$ cat src/rtl/lab2_display_scan_if.sv
// Bundle between the lab2 logic circuit and its seven-segment display stage.
//   A..D  : circuit input nibble, A is the MSB
//   K..N  : circuit output nibble, K is the MSB
//   hold  : 1 freezes the values currently shown
//   seg   : active-low cathodes, seg[0]=a .. seg[6]=g
//   dp    : active-low decimal point
//   an    : active-low anodes, an[0] is the rightmost digit
// master drives the data and hold; slave is the display stage.
interface lab2_display_scan_if;
  logic       A;
  logic       B;
  logic       C;
  logic       D;
  logic       K;
  logic       L;
  logic       M;
  logic       N;
  logic       hold;
  logic [6:0] seg;
  logic       dp;
  logic [3:0] an;

  modport master (
    output A, B, C, D, K, L, M, N, hold,
    input  seg, dp, an
  );

  modport slave (
    input  A, B, C, D, K, L, M, N, hold,
    output seg, dp, an
  );
endinterface

$ cat src/rtl/lab2_display_scan.sv
// Display stage for the lab2 4-in/4-out circuit on the Basys3 4-digit
// seven-segment display. Shows the output nibble {K,L,M,N} on the rightmost
// digit and the input nibble {A,B,C,D} two digits left of it, with that
// digit's decimal point lit as a separator. Digits are scanned one slot of
// REFRESH_DIV clocks each; both nibbles are sampled only at the frame
// boundary so a frame always shows one consistent pair.
//   clk   : system clock
//   reset : synchronous, active-high
//   bus   : slave side of lab2_display_scan_if (data in, seg/dp/an out)
module lab2_display_scan #(
  parameter int unsigned REFRESH_DIV = 100000
) (
  input  logic               clk,
  input  logic               reset,
  lab2_display_scan_if.slave bus
);

  localparam int unsigned PW = (REFRESH_DIV > 2) ? $clog2(REFRESH_DIV) : 1;

  logic [PW-1:0] prescaler;
  logic          tick;
  logic [1:0]    digit_idx;
  logic [3:0]    in_snap;
  logic [3:0]    out_snap;
  logic [3:0]    hex_val;
  logic [6:0]    hex_seg;

  assign tick = (prescaler == PW'(REFRESH_DIV - 1));

  always_ff @(posedge clk) begin
    if (reset) begin
      prescaler <= '0;
      digit_idx <= '0;
      in_snap   <= '0;
      out_snap  <= '0;
    end else begin
      prescaler <= tick ? '0 : prescaler + 1'b1;
      if (tick) begin
        digit_idx <= digit_idx + 2'd1;
      end
      // Frame boundary: last tick of slot 3. hold wins over capture.
      if (tick && (digit_idx == 2'd3) && !bus.hold) begin
        in_snap  <= {bus.A, bus.B, bus.C, bus.D};
        out_snap <= {bus.K, bus.L, bus.M, bus.N};
      end
    end
  end

  // Only slots 0 and 2 show a value; the mux picks which snapshot to decode.
  assign hex_val = digit_idx[1] ? in_snap : out_snap;

  always_comb begin
    hex_seg = 7'h7F;
    case (hex_val)
      4'h0: hex_seg = 7'h40;
      4'h1: hex_seg = 7'h79;
      4'h2: hex_seg = 7'h24;
      4'h3: hex_seg = 7'h30;
      4'h4: hex_seg = 7'h19;
      4'h5: hex_seg = 7'h12;
      4'h6: hex_seg = 7'h02;
      4'h7: hex_seg = 7'h78;
      4'h8: hex_seg = 7'h00;
      4'h9: hex_seg = 7'h10;
      4'hA: hex_seg = 7'h08;
      4'hB: hex_seg = 7'h03;
      4'hC: hex_seg = 7'h46;
      4'hD: hex_seg = 7'h21;
      4'hE: hex_seg = 7'h06;
      4'hF: hex_seg = 7'h0E;
      default: hex_seg = 7'h7F;
    endcase
  end

  always_comb begin
    bus.an  = 4'b1110;
    bus.seg = 7'h7F;
    bus.dp  = 1'b1;
    case (digit_idx)
      2'd0: begin
        bus.an  = 4'b1110;
        bus.seg = hex_seg;
      end
      2'd1: begin
        bus.an  = 4'b1101;
      end
      2'd2: begin
        bus.an  = 4'b1011;
        bus.seg = hex_seg;
        bus.dp  = 1'b0;
      end
      2'd3: begin
        bus.an  = 4'b0111;
      end
      default: begin
        bus.an  = 4'b1110;
      end
    endcase
  end

endmodule

$ cat src/flat_wrapper.sv
// flat-port wrapper written by rule: the top's interface ports become plain ports
module lab2_display_scan_flat 
#(
  parameter int unsigned REFRESH_DIV = 100000
)
  (clk, reset, bus_A, bus_B, bus_C, bus_D, bus_K, bus_L, bus_M, bus_N, bus_hold, bus_seg, bus_dp, bus_an);
  lab2_display_scan_if bus_i ();
  input  logic clk;
  input  logic reset;
  input wire logic [$bits(bus_i.A)-1:0] bus_A;
  input wire logic [$bits(bus_i.B)-1:0] bus_B;
  input wire logic [$bits(bus_i.C)-1:0] bus_C;
  input wire logic [$bits(bus_i.D)-1:0] bus_D;
  input wire logic [$bits(bus_i.K)-1:0] bus_K;
  input wire logic [$bits(bus_i.L)-1:0] bus_L;
  input wire logic [$bits(bus_i.M)-1:0] bus_M;
  input wire logic [$bits(bus_i.N)-1:0] bus_N;
  input wire logic [$bits(bus_i.hold)-1:0] bus_hold;
  output wire logic [$bits(bus_i.seg)-1:0] bus_seg;
  output wire logic [$bits(bus_i.dp)-1:0] bus_dp;
  output wire logic [$bits(bus_i.an)-1:0] bus_an;
  assign bus_i.A = bus_A;
  assign bus_i.B = bus_B;
  assign bus_i.C = bus_C;
  assign bus_i.D = bus_D;
  assign bus_i.K = bus_K;
  assign bus_i.L = bus_L;
  assign bus_i.M = bus_M;
  assign bus_i.N = bus_N;
  assign bus_i.hold = bus_hold;
  assign bus_seg = bus_i.seg;
  assign bus_dp = bus_i.dp;
  assign bus_an = bus_i.an;
  lab2_display_scan #(.REFRESH_DIV(REFRESH_DIV)) u_core (.clk(clk), .reset(reset), .bus(bus_i));
endmodule
$ cat config.mk
export PLATFORM = sky130hd
export DESIGN_NAME = lab2_display_scan_flat
export DESIGN_NICKNAME = d
export VERILOG_FILES = /design/src/rtl/lab2_display_scan_if.sv /design/src/rtl/lab2_display_scan.sv /design/src/flat_wrapper.sv
export SDC_FILE = /design/constraint.sdc
export NUM_CORES = 1
export LEC_CHECK = 0
export ABC_CLOCK_PERIOD_IN_PS = 2550
export CAP_MARGIN = 40
export CORE_MARGIN = 2
export CORE_UTILIZATION = 54
export DETAILED_ROUTE_END_ITERATION = 10
export PLACE_DENSITY = 0.79
export SETUP_SLACK_MARGIN = 0.1
export SLEW_MARGIN = 5
export SYNTH_ARGS = -nofsm -noshare
export SYNTH_HDL_FRONTEND = slang
export SYNTH_SLANG_ARGS = --single-unit
$ cat constraint.sdc
create_clock -name clk -period 2.55 [get_ports clk]
set_clock_uncertainty 0.15 [all_clocks]
set_input_delay 0.255 -clock clk [delete_from_list [all_inputs] [get_ports clk]]
set_output_delay 0.255 -clock clk [all_outputs]
set_load 0.01 [all_outputs]
==> implementation parameters <==
Parameter                              Value

Status
  Run status ... complete, no violations

GRT
  Met2 track demand over resource ... 0.387
  Aggregate global-route resource usage ... 0.220
  Global routing met1 resource utilization ... 0.264
  Most Used Layer, Global Route ... met2
  Met3 demand-to-capacity share in global routing ... 0.0286
  Leftover overflow at the end of global routing ... 0
  Number of global-route vias before repair ... 1339
  Initial antenna violation count ... 0
  Largest net degree at the start of global routing ... 18
  First-pass GRT wire length ... 5.88 mm

Clocking
  Clock buffers created by TritonCTS ... 3
  Clock root buffer ... sky130_fd_sc_hd__clkbuf_4
  Clock transition at the register clock pins on the worst setup and hold paths after CTS ... 0.13 ns
  CTS tree ... built
  Clock Latency Late Sink ... 0.32 ns
  Number of buffers between clock root and the deepest sink ... 2
  Total clock sinks ... 27
  Htree depth ... 1

Power
  Worst vdd ir ... 0.277 mV
  Power per cell area ... around 330 nW/um^2
  Reported leakage power ... 0.722 nW

STA
  Count of final hold-check violations ... 0
  Final number of setup-violating endpoints ... 0
  Actual transition at the worst max-transition pin ... 0.525 ns
  Setup TNS ... 0 ns
  Maximum operating frequency ... between 400 and 500 MHz
  Post-route minimum period ... approximately 2.4 ns
  Hold WS ... 0.340 ns
  Fin worst setup slack ... 0.117 ns
  Crit share post-route ... 0.954
  Max-slew violation count ... 0
  Worst-case headroom to the max-slew limit ... 0.649
  Unrepaired setup endpoints after global routing ... false

Drt
  Total length of routed wires ... 3.60 mm
  Detailed-route DRC error count ... 0
  Post-DR vias/cell ... ~5.8
  Detailed-route via count ... about 1400
  Number of nets with antenna violations after routing ... 0
  Violation count after the first detailed-route iteration ... just under 100
  Iteration count of the initial detailed-routing pass ... 4
  Per-cell routed wire length ... roughly 15 um

Critical path
  Kind of cell adding the most delay to the critical path ... buffers and inverters
  Crit path DAT ... around 2.0 ns
  Critical Path Fanout Max ... 4
  Slowest Stage Delay on Critical Path ... 0.39 ns
  Cell seen most often among critical-path stages ... sky130_fd_sc_hd__buf_4
  Required time of the critical path ... 2.14 ns
  Slowest library cell on the worst path ... sky130_fd_sc_hd__dfxtp_4
  Crit path kind ... reg -> out
  Sum of buffers and inverters on the critical path ... 3
  Type of element launching the critical path ... flip-flop
  Ordered cell list for the critical path ... mux2i_4, buf_4, buf_4, ha_1, a31oi_1, o21ai_1, clkbuf_2
  Endpoint kind of the worst setup timing path ... output port

Job
  Max-cap viol count ... 0

Place
  Port-buffer cells ... 22
  Detailed placer's ending HPWL ... 2.47 mm
  Pre-CTS setup slack ... 0.0755 ns
  Number of instances in the placed design ... 233
  GPL Wtd Cong ... 0.876

Floorplanning
  Initial core utilization ... 0.578
  X dimension of the die ... 58.6 um
  Chip Height ... around 59 um
  Row Count ... 19
  # IOs ... 23
  Area enclosed by the die boundary ... 3430 um^2
  Core area ... 2780 um^2

Finish
  Most frequent cells in the layout ... 26 x sky130_fd_sc_hd__dfxtp_1, 20 x sky130_fd_sc_hd__nor2_1, 15 x sky130_fd_sc_hd__clkdlybuf4s50_1
  Fraction of final layout cells with drive strength greater than 1 ... 0.174
  Number of non-filler instances in the completed layout ... 244
  Net count of the finished layout ... 237
  Most common library cell in the layout ignoring fill and taps ... sky130_fd_sc_hd__dfxtp_1
  Synthesis-to-layout area growth ... 20.6%
  Antenna diode count ... 0

Synth
  Cell accounting for the most synthesized area ... sky130_fd_sc_hd__dfxtp_1
  Post-Synthesis Cell Area ... approximately 1600 um^2
  Count of state elements after synthesis ... 27
  Synthesized instance count ... 185
  Synth area leaders ... sky130_fd_sc_hd__dfxtp_1 34%, sky130_fd_sc_hd__ha_1 9.3%, sky130_fd_sc_hd__xnor2_1 6.0%
  Distinct cell type count of the synthesized netlist ... 35
  Total of warnings raised by yosys ... 0
  Share of the synthesized area in the top cell type ... 0.336
  Sequential-to-total area share from yosys stat ... 0.336
  Post-synth net total ... 208
  Average size of a mapped cell ... 8.69 um^2

Min path
  Class of the worst hold path ... reg -> reg
logic make-up (layout without fill, tap and decap cells):
logic type	after synthesis	count (layout)	share of synthesized area
xor gates and xnor gates	17	17	0.0926
buffers and inverters	19	47	0.0537
and+or+nand+nor	73	73	0.264
AOI/OAI and AO/OA	30	30	0.107
muxes	7	7	0.0529
DFF	27	27	0.336
adders and majority gates	12	12	0.0934
power breakdown:
part           switching, mW  internal [mW]  leakage (nW)
Combinational         0.0135         0.0191         0.488
Sequential           0.00528          0.425         0.219
Clock                  0.118         0.0613        0.0150
synth_stat cells:
library cell and count:
sky130_fd_sc_hd__nand2_1 11, sky130_fd_sc_hd__buf_4 2, sky130_fd_sc_hd__dfxtp_1 27, sky130_fd_sc_hd__mux2_2 2, sky130_fd_sc_hd__and4b_1 2, sky130_fd_sc_hd__nand4_2 1, sky130_fd_sc_hd__or3_1 2, sky130_fd_sc_hd__o221ai_1 3
sky130_fd_sc_hd__o311ai_0 1, sky130_fd_sc_hd__mux2i_4 1, sky130_fd_sc_hd__and3_1 1, sky130_fd_sc_hd__nand2b_1 2, sky130_fd_sc_hd__nor4_1 5, sky130_fd_sc_hd__nor2b_1 1, sky130_fd_sc_hd__nand3_1 6, sky130_fd_sc_hd__or4_4 1
sky130_fd_sc_hd__nor2_2 1, sky130_fd_sc_hd__a21oi_1 11, sky130_fd_sc_hd__nand4_4 1, sky130_fd_sc_hd__nor4b_2 2, sky130_fd_sc_hd__inv_1 10, sky130_fd_sc_hd__a31oi_1 2, sky130_fd_sc_hd__xor2_1 6, sky130_fd_sc_hd__nor3_1 2
sky130_fd_sc_hd__buf_2 6, sky130_fd_sc_hd__nand4_1 13, sky130_fd_sc_hd__o211ai_1 2, sky130_fd_sc_hd__and4_2 1, sky130_fd_sc_hd__clkbuf_1 1, sky130_fd_sc_hd__or2_2 1, sky130_fd_sc_hd__nor2_1 20, sky130_fd_sc_hd__ha_1 12
sky130_fd_sc_hd__mux2i_1 4, sky130_fd_sc_hd__xnor2_1 11, sky130_fd_sc_hd__o21ai_0 11
metrics by stage:
stage          instance area [um^2]  power (mW)  utilization
2_1_floorplan                  1610       0.454            -
3_3_place_gp                   1850       0.472        0.664
3_5_place_dp                   1850       0.473        0.664
4_1_cts                        1920       0.650        0.691
5_1_grt                        1940       0.673        0.697
6_report                       1940       0.642        0.697
cell type report:
cell class,instances,area (um^2)
Clock buffer,4,26.3
Inverter,10,37.5
Sequential cell,27,544
Fill cell,254,842
Timing Repair Buffer,33,284
Tap cell,31,38.8
Multi-Input combinational cell,139,1010
flip-flops by register name, summed over array words and instances (netlist names):
register	count
u_core.digit_idx	2
u_core.in_snap	4
u_core.out_snap	4
u_core.prescaler	17
worst paths after layout:
| check | slack, ns | start | end | cells past startpoint |
|---|---|---|---|---|
| worst max register to register | 0.57 | u_core.prescaler[0] | u_core.out_snap[1] | 6 |
| worst max-delay path | 0.12 | u_core.digit_idx[1] | bus_seg[1] | 7 |
| worst min register to register | 0.34 | u_core.in_snap[0] | u_core.in_snap[0] | 2 |
| worst min-delay path | 0.34 | u_core.in_snap[0] | u_core.in_snap[0] | 2 |
layer usage:
layer | vias to the layer above | routed length [um]
li1 | 715 | -
met1 | 649 | 1600
met2 | 40 | 1770
met3 | 8 | 156
met4 | 0 | 75
met5 | - | 0
worst register-to-register path, cell delays in order (launching register included):
cell                      delay, ns
sky130_fd_sc_hd__dfxtp_1       0.42
sky130_fd_sc_hd__ha_1          0.27
sky130_fd_sc_hd__and4_2        0.30
sky130_fd_sc_hd__nand4_1       0.21
sky130_fd_sc_hd__buf_4         0.24
sky130_fd_sc_hd__o21ai_0       0.19
sky130_fd_sc_hd__a21oi_1       0.08
what timing repair did:
action                                  4_1_cts  5_1_grt
pin swaps                                     0        1
buffers inserted                              5        2
endpoints found under the setup margin        7        7
gates resized for setup                      16       16
hold buffers                                  0        0
Power figures use the tool's default switching activity.
